## src/rtl/mcdf_cmd_pkg.sv

```systemverilog
// Shared definitions for the MCDF control-register command initiator.
// Holds the bus command encodings, default address/data widths, the
// initiator FSM state type and the packed request record layout.
package mcdf_cmd_pkg;

    localparam int CMD_ADDR_W = 8;
    localparam int CMD_DATA_W = 32;

    // Encodings seen by the register responder on its cmd input.
    typedef enum logic [1:0] {
        CMD_IDLE  = 2'b00,
        CMD_READ  = 2'b01,
        CMD_WRITE = 2'b10
    } cmd_e;

    typedef enum logic [1:0] {
        ST_IDLE,
        ST_ISSUE,
        ST_WAIT,
        ST_RESP
    } state_e;

    // Request record at the default widths. The FIFO stores the same
    // {write, addr, wdata} ordering flattened to a vector.
    typedef struct packed {
        logic                  write;
        logic [CMD_ADDR_W-1:0] addr;
        logic [CMD_DATA_W-1:0] wdata;
    } req_t;

endpackage

```

## src/rtl/cmd_req_fifo.sv

```systemverilog
// Synchronous request FIFO, no fall-through: an entry pushed at an edge
// becomes visible at the head only after that edge.
// Ports:
//   clk, rst        clock, asynchronous active-high reset (flushes pointers)
//   push, push_data write side; push is ignored while full
//   pop             read side; pop is ignored while empty
//   head            current head entry (valid when !empty)
//   full, empty     decoded from registered pointers only
// DEPTH must be a power of two and at least 2.
module cmd_req_fifo #(
    parameter int WIDTH = 41,
    parameter int DEPTH = 4
) (
    input  logic             clk,
    input  logic             rst,
    input  logic             push,
    input  logic [WIDTH-1:0] push_data,
    input  logic             pop,
    output logic [WIDTH-1:0] head,
    output logic             full,
    output logic             empty
);

    localparam int AW = $clog2(DEPTH);
    localparam logic [AW:0] PTR_ONE = {{AW{1'b0}}, 1'b1};

    // Pointers carry one extra MSB so full and empty can be told apart
    // when the index bits match.
    logic [AW:0]      wr_ptr;
    logic [AW:0]      rd_ptr;
    logic [WIDTH-1:0] mem [DEPTH];

    logic do_push;
    logic do_pop;

    assign do_push = push && !full;
    assign do_pop  = pop && !empty;

    always_ff @(posedge clk or posedge rst) begin
        if (rst) begin
            wr_ptr <= '0;
            rd_ptr <= '0;
        end else begin
            if (do_push) wr_ptr <= wr_ptr + PTR_ONE;
            if (do_pop)  rd_ptr <= rd_ptr + PTR_ONE;
        end
    end

    // Storage needs no reset; contents are only visible through valid pointers.
    always_ff @(posedge clk) begin
        if (do_push) mem[wr_ptr[AW-1:0]] <= push_data;
    end

    assign head  = mem[rd_ptr[AW-1:0]];
    assign empty = (wr_ptr == rd_ptr);
    assign full  = (wr_ptr[AW-1:0] == rd_ptr[AW-1:0]) && (wr_ptr[AW] != rd_ptr[AW]);

endmodule

```

## src/rtl/ctrl_cmd_master.sv

```systemverilog
// Command-bus initiator for the MCDF control-register block.
// Host requests are buffered in cmd_req_fifo and issued one at a time as a
// single-cycle WRITE or READ on the cmd bus. Read data returned by the
// responder is captured and offered on a response channel.
//
// Handshakes: a transfer happens on a rising edge where valid and ready are
// both high. Valid, once raised, holds its payload stable until that edge;
// ready may be driven freely and does not depend on valid.
//
// Ports:
//   clk_i, rst_i                    clock, asynchronous active-high reset
//   req_valid_i/req_ready_o         request handshake (ready = FIFO not full)
//   req_write_i, req_addr_i,
//   req_wdata_i                     request payload (wdata unused for reads)
//   rsp_valid_o/rsp_ready_i         read response handshake
//   rsp_data_o                      captured read data
//   cmd_o, cmd_addr_o, cmd_wdata_o  command bus to the register responder
//   cmd_rdata_i                     responder's registered read data
//   busy_o                          FSM active or requests still queued
module ctrl_cmd_master
    import mcdf_cmd_pkg::*;
#(
    parameter int ADDR_WIDTH = CMD_ADDR_W,
    parameter int DATA_WIDTH = CMD_DATA_W,
    parameter int FIFO_DEPTH = 4
) (
    input  logic                  clk_i,
    input  logic                  rst_i,
    input  logic                  req_valid_i,
    output logic                  req_ready_o,
    input  logic                  req_write_i,
    input  logic [ADDR_WIDTH-1:0] req_addr_i,
    input  logic [DATA_WIDTH-1:0] req_wdata_i,
    output logic                  rsp_valid_o,
    input  logic                  rsp_ready_i,
    output logic [DATA_WIDTH-1:0] rsp_data_o,
    output logic [1:0]            cmd_o,
    output logic [ADDR_WIDTH-1:0] cmd_addr_o,
    output logic [DATA_WIDTH-1:0] cmd_wdata_o,
    input  logic [DATA_WIDTH-1:0] cmd_rdata_i,
    output logic                  busy_o
);

    localparam int REQ_W = 1 + ADDR_WIDTH + DATA_WIDTH;

    logic [REQ_W-1:0]      fifo_head;
    logic                  fifo_full;
    logic                  fifo_empty;
    logic                  fifo_pop;
    logic                  head_write;
    logic [ADDR_WIDTH-1:0] head_addr;
    logic [DATA_WIDTH-1:0] head_wdata;

    cmd_req_fifo #(
        .WIDTH (REQ_W),
        .DEPTH (FIFO_DEPTH)
    ) u_fifo (
        .clk       (clk_i),
        .rst       (rst_i),
        .push      (req_valid_i && !fifo_full),
        .push_data ({req_write_i, req_addr_i, req_wdata_i}),
        .pop       (fifo_pop),
        .head      (fifo_head),
        .full      (fifo_full),
        .empty     (fifo_empty)
    );

    assign {head_write, head_addr, head_wdata} = fifo_head;

    // FSM state and registered outputs
    state_e                state, state_n;
    cmd_e                  cmd, cmd_n;
    logic [ADDR_WIDTH-1:0] cmd_addr, cmd_addr_n;
    logic [DATA_WIDTH-1:0] cmd_wdata, cmd_wdata_n;
    logic                  rsp_valid, rsp_valid_n;
    logic [DATA_WIDTH-1:0] rsp_data, rsp_data_n;
    logic                  load;

    always_comb begin
        state_n     = state;
        cmd_n       = CMD_IDLE;
        cmd_addr_n  = cmd_addr;
        cmd_wdata_n = cmd_wdata;
        rsp_valid_n = rsp_valid;
        rsp_data_n  = rsp_data;
        load        = 1'b0;
        fifo_pop    = 1'b0;

        case (state)
            ST_IDLE: begin
                load = !fifo_empty;
            end
            ST_ISSUE: begin
                // cmd still holds the command being driven this cycle.
                if (cmd == CMD_READ) begin
                    state_n = ST_WAIT;
                end else if (!fifo_empty) begin
                    load = 1'b1;
                end else begin
                    state_n = ST_IDLE;
                end
            end
            ST_WAIT: begin
                // Responder registered its read data at the end of ISSUE.
                rsp_data_n  = cmd_rdata_i;
                rsp_valid_n = 1'b1;
                state_n     = ST_RESP;
            end
            ST_RESP: begin
                // Nothing is popped while a response is pending.
                if (rsp_ready_i) begin
                    rsp_valid_n = 1'b0;
                    if (!fifo_empty) begin
                        load = 1'b1;
                    end else begin
                        state_n = ST_IDLE;
                    end
                end
            end
            default: begin
                state_n = ST_IDLE;
            end
        endcase

        if (load) begin
            fifo_pop    = 1'b1;
            state_n     = ST_ISSUE;
            cmd_n       = head_write ? CMD_WRITE : CMD_READ;
            cmd_addr_n  = head_addr;
            cmd_wdata_n = head_write ? head_wdata : '0;
        end
    end

    always_ff @(posedge clk_i or posedge rst_i) begin
        if (rst_i) begin
            state     <= ST_IDLE;
            cmd       <= CMD_IDLE;
            cmd_addr  <= '0;
            cmd_wdata <= '0;
            rsp_valid <= 1'b0;
            rsp_data  <= '0;
        end else begin
            state     <= state_n;
            cmd       <= cmd_n;
            cmd_addr  <= cmd_addr_n;
            cmd_wdata <= cmd_wdata_n;
            rsp_valid <= rsp_valid_n;
            rsp_data  <= rsp_data_n;
        end
    end

    assign cmd_o       = cmd;
    assign cmd_addr_o  = cmd_addr;
    assign cmd_wdata_o = cmd_wdata;
    assign rsp_valid_o = rsp_valid;
    assign rsp_data_o  = rsp_data;
    assign req_ready_o = !fifo_full;
    assign busy_o      = (state != ST_IDLE) || !fifo_empty;

endmodule

```

## config.mk

```make
export PLATFORM = sky130hd
export DESIGN_NAME = ctrl_cmd_master
export DESIGN_NICKNAME = d
export VERILOG_FILES = /design/src/rtl/mcdf_cmd_pkg.sv /design/src/rtl/cmd_req_fifo.sv /design/src/rtl/ctrl_cmd_master.sv
export SDC_FILE = /design/constraint.sdc
export NUM_CORES = 1
export LEC_CHECK = 0
export CORE_ASPECT_RATIO = 0.7
export CORE_UTILIZATION = 35
export DETAILED_ROUTE_END_ITERATION = 7
export HOLD_SLACK_MARGIN = 0.15
export SLEW_MARGIN = 20
export SYNTH_ARGS = -nofsm -noshare
export SYNTH_HDL_FRONTEND = slang
export SYNTH_HIERARCHICAL = 1
export SYNTH_SLANG_ARGS = --single-unit
```

## constraint.sdc

```tcl
create_clock -name clk_i -period 4.35 [get_ports clk_i]
set_input_delay 0.6525 -clock clk_i [delete_from_list [all_inputs] [get_ports clk_i]]
set_output_delay 0.6525 -clock clk_i [all_outputs]
set_load 0.02 [all_outputs]
```

==> impl_metrics.tcl <==
set metrics [dict create \
    outcome "complete, no violations" \
    post-cts-setup-buffers 0 \
    avgSynthCellArea_um2 21.0 \
    synth_largest_area_cell "edfxtp_1" \
    fin_crit_ns 3.26 \
    final.setup.tns_ns 0 \
    core_um2 25900 \
    synth_fp_nets 525 \
    yosys-top-cells-count "edfxtp_1 (164), dfrtp_1 (83), mux4_2 (41), mux2_2 (35), a22o_1 (32)" \
    grt_setup_unrepaired "false" \
    slew_headroom_pct 46.0 \
    drt-total-wl_um 19100 \
    first_pass_iters 4 \
    hold_path_class "reg -> reg" \
    overflow 0 \
    finalClockSkew_ns 0.0131 \
    cts_sinks 247 \
    nNetsFinal 693 \
    worstMarginPinSlew_ns 0.810 \
    clk_latency_ns 0.53 \
    fp.dieH_um 138 \
    initialDrtViolationCount 167 \
    ir_drop_uv 309 \
    cts_hold_buffers 0 \
    placementRows 49 \
    dp_slack_ns 1.38 \
    synth_top_area_share_pct 53.1 \
    crit_path_end_kind "primary output" \
    vias 4630 \
    crit_family "simple AND/OR/NAND/NOR gates" \
    yosysMostFrequentCell "edfxtp_1" \
    p_leak_nw 4.35 \
    max_freq_mhz 307 \
    dp_hpwl_um 11800 \
    fin_crit_sh_pct 74.9 \
    r2r_slack_ns 1.55 \
    synth.distinct_cells 36 \
    root_buffer "clkbuf_16" \
    initial_utilization_pct 35.9 \
    cp.required_ns 3.70 \
    hold_violations 0 \
    synth-seq-area-share_pct 75.4 \
    synth_edf_count 164 \
    ios 154 \
    fill_cells 2208 \
    area_growth_pct 30.5 \
    slowest_stage "clkdlybuf4s50_1" \
    cts_tree "done" \
    globalRouteTotalUtil_pct 14.2 \
    htreeDepth 1 \
    slowest_delay_ns 0.61 \
    startpoint_type "flop" \
    antenna_found_initial 1 \
    power_density_nw_per_um2 776 \
    fin_util_pct 46.8 \
    path_class "reg -> out" \
    synth_area_leaders "edfxtp_1 (53%), dfrtp_1 (22%), mux4_2 (9.9%)" \
    slew_viol_final 0 \
    routabilityCongestion 0.713 \
    wl_per_cell_um 19.3 \
    io_buffers 153 \
    cp_max_fo 7 \
    crit_chain "xor2_2, nor3_1, nand2_1, clkdlybuf4s50_1" \
    grt_max_degree 78 \
    netlist_area_um2 9280 \
    drc 0 \
    cp_num_buf_inv 1 \
    async_reset_ff_share_pct 33.6 \
    cp_data_arrival_time_ns 2.60 \
    setup_ws_ns 1.09 \
    dieArea_um2 27200 \
    syn_inst 443 \
    cap_violations 0 \
    ys_seq_elements 247 \
    grt_pass1_wl_um 29600 \
    synth_flop_cell "edfxtp_1" \
    clockBufferDepth 3 \
    drive_above_1_share_pct 23.7 \
    yosys_warnings 6 \
    setup_viol 0 \
    dieWidth_um 197 \
    ctsResizeCount 0 \
    avgViaCountPerCell 4.69 \
    n_antenna_cell 0 \
    postRouteAntennaNets 0 \
    numCtsBuffers 25 \
    clk_pin_slew_ns 0.06 \
    grt_pass1_vias 5178 \
]
routing by layer:
metal | up-vias | global-route usage [%] | share of wire (%)
met1 | 2364 | 19.7 | 45
met2 | 129 | 22.7 | 47
li1 | 2105 | - | -
met4 | 2 | 3.67 | 2.1
met5 | - | 0 | 0.068
met3 | 30 | 3.22 | 5.8
kinds of logic after synthesis:
| group | after synthesis | share of synthesized area (%) |
|---|---|---|
| XOR/XNOR | 9 | 1.09 |
| buffers and inverters | 30 | 1.93 |
| AO/OA/AOI/OAI | 47 | 4.27 |
| adder cells (fa/ha/maj) | 5 | 0.674 |
| multiplexers | 81 | 15.0 |
| flip-flops | 247 | 75.4 |
| AND/OR/NAND/NOR | 24 | 1.60 |
per-stage QoR:
stage	total power, mW	hold slack (ns)	cells	area (µm²)
after floorplan	5.93	0.443	443	9280
after global placement	7.14	0.465	941	11200
after detailed placement	7.26	0.476	941	11200
after CTS	9.55	0.456	987	12100
after global routing	9.89	0.525	987	12100
final	9.40	0.492	987	12100
worst paths after layout:
path,from,cells past startpoint,endpoint
max reg2reg,u_fifo/rd_ptr[0]$_DFFE_PP0P_,6,u_fifo/mem[1][14]$_DFFE_PP_
max,u_fifo/rd_ptr[0]$_DFFE_PP0P_,4,busy_o
min,rsp_valid_o$_DFFE_PP0P_,1,rsp_valid_o$_DFFE_PP0P_
min reg2reg,rsp_valid_o$_DFFE_PP0P_,1,rsp_valid_o$_DFFE_PP0P_
min in group asynchronous,rst_i,2,u_fifo/wr_ptr[0]$_DFFE_PP0P_
max in group asynchronous,rst_i,2,cmd_wdata_o[11]$_DFFE_PP0P_
worst register-to-register path, cell delays in order (launching register included):
cell     delay (ns)
dfrtp_4        0.56
xnor2_2        0.25
nand3_2        0.14
inv_1          0.06
nor2b_1        0.33
and3_2         0.71
buf_4          0.43
power by group:
group          switching, mW  internal, mW  total [mW]
clock                  0.896          1.38        2.27
sequential             0.333          3.30        3.64
combinational           1.79          1.70        3.49
total                   3.02          6.38        9.40
cell usage in the layout (no fill, tap or decap), types with 3 or more instances in the layout:
cell | Yosys | routed
a21oi_1 | 4 | 4
a22o_1 | 32 | 32
and3_2 | 0 | 3
buf_4 | 1 | 9
bufinv_16 | 0 | 5
clkbuf_1 | 1 | 3
clkbuf_16 | 0 | 25
clkdlybuf4s50_1 | 0 | 153
clkinv_1 | 0 | 3
clkinv_2 | 0 | 6
dfrtp_1 | 83 | 81
edfxtp_1 | 164 | 164
ha_1 | 5 | 5
inv_1 | 8 | 7
mux2_2 | 35 | 35
mux2_4 | 5 | 5
mux4_2 | 41 | 41
nand2_1 | 5 | 5
nor2_1 | 3 | 3
o31ai_1 | 4 | 4
xnor2_1 | 4 | 4
final cells by class:
type / instances / area (µm²) / area share (%)
Multi-Input combinational cell: 166 / 2130 / 17.6
Clock inverter: 17 / 228 / 1.88
Timing Repair Buffer: 163 / 1620 / 13.4
Tap cell: 357 / 447 / 3.69
Clock buffer: 29 / 651 / 5.37
Sequential cell: 247 / 7010 / 57.8
Inverter: 8 / 35.0 / 0.289
registers in the layout, summed over array words and instances, names as in the netlist:
name,count
rsp_data_o,32
cmd_wdata_o,32
cmd_o,2
state,2
u_fifo/wr_ptr,3
cmd_addr_o,8
rsp_valid_o,1
u_fifo/mem,164
u_fifo/rd_ptr,3
Note: power is estimated with default switching activity, not from simulation.
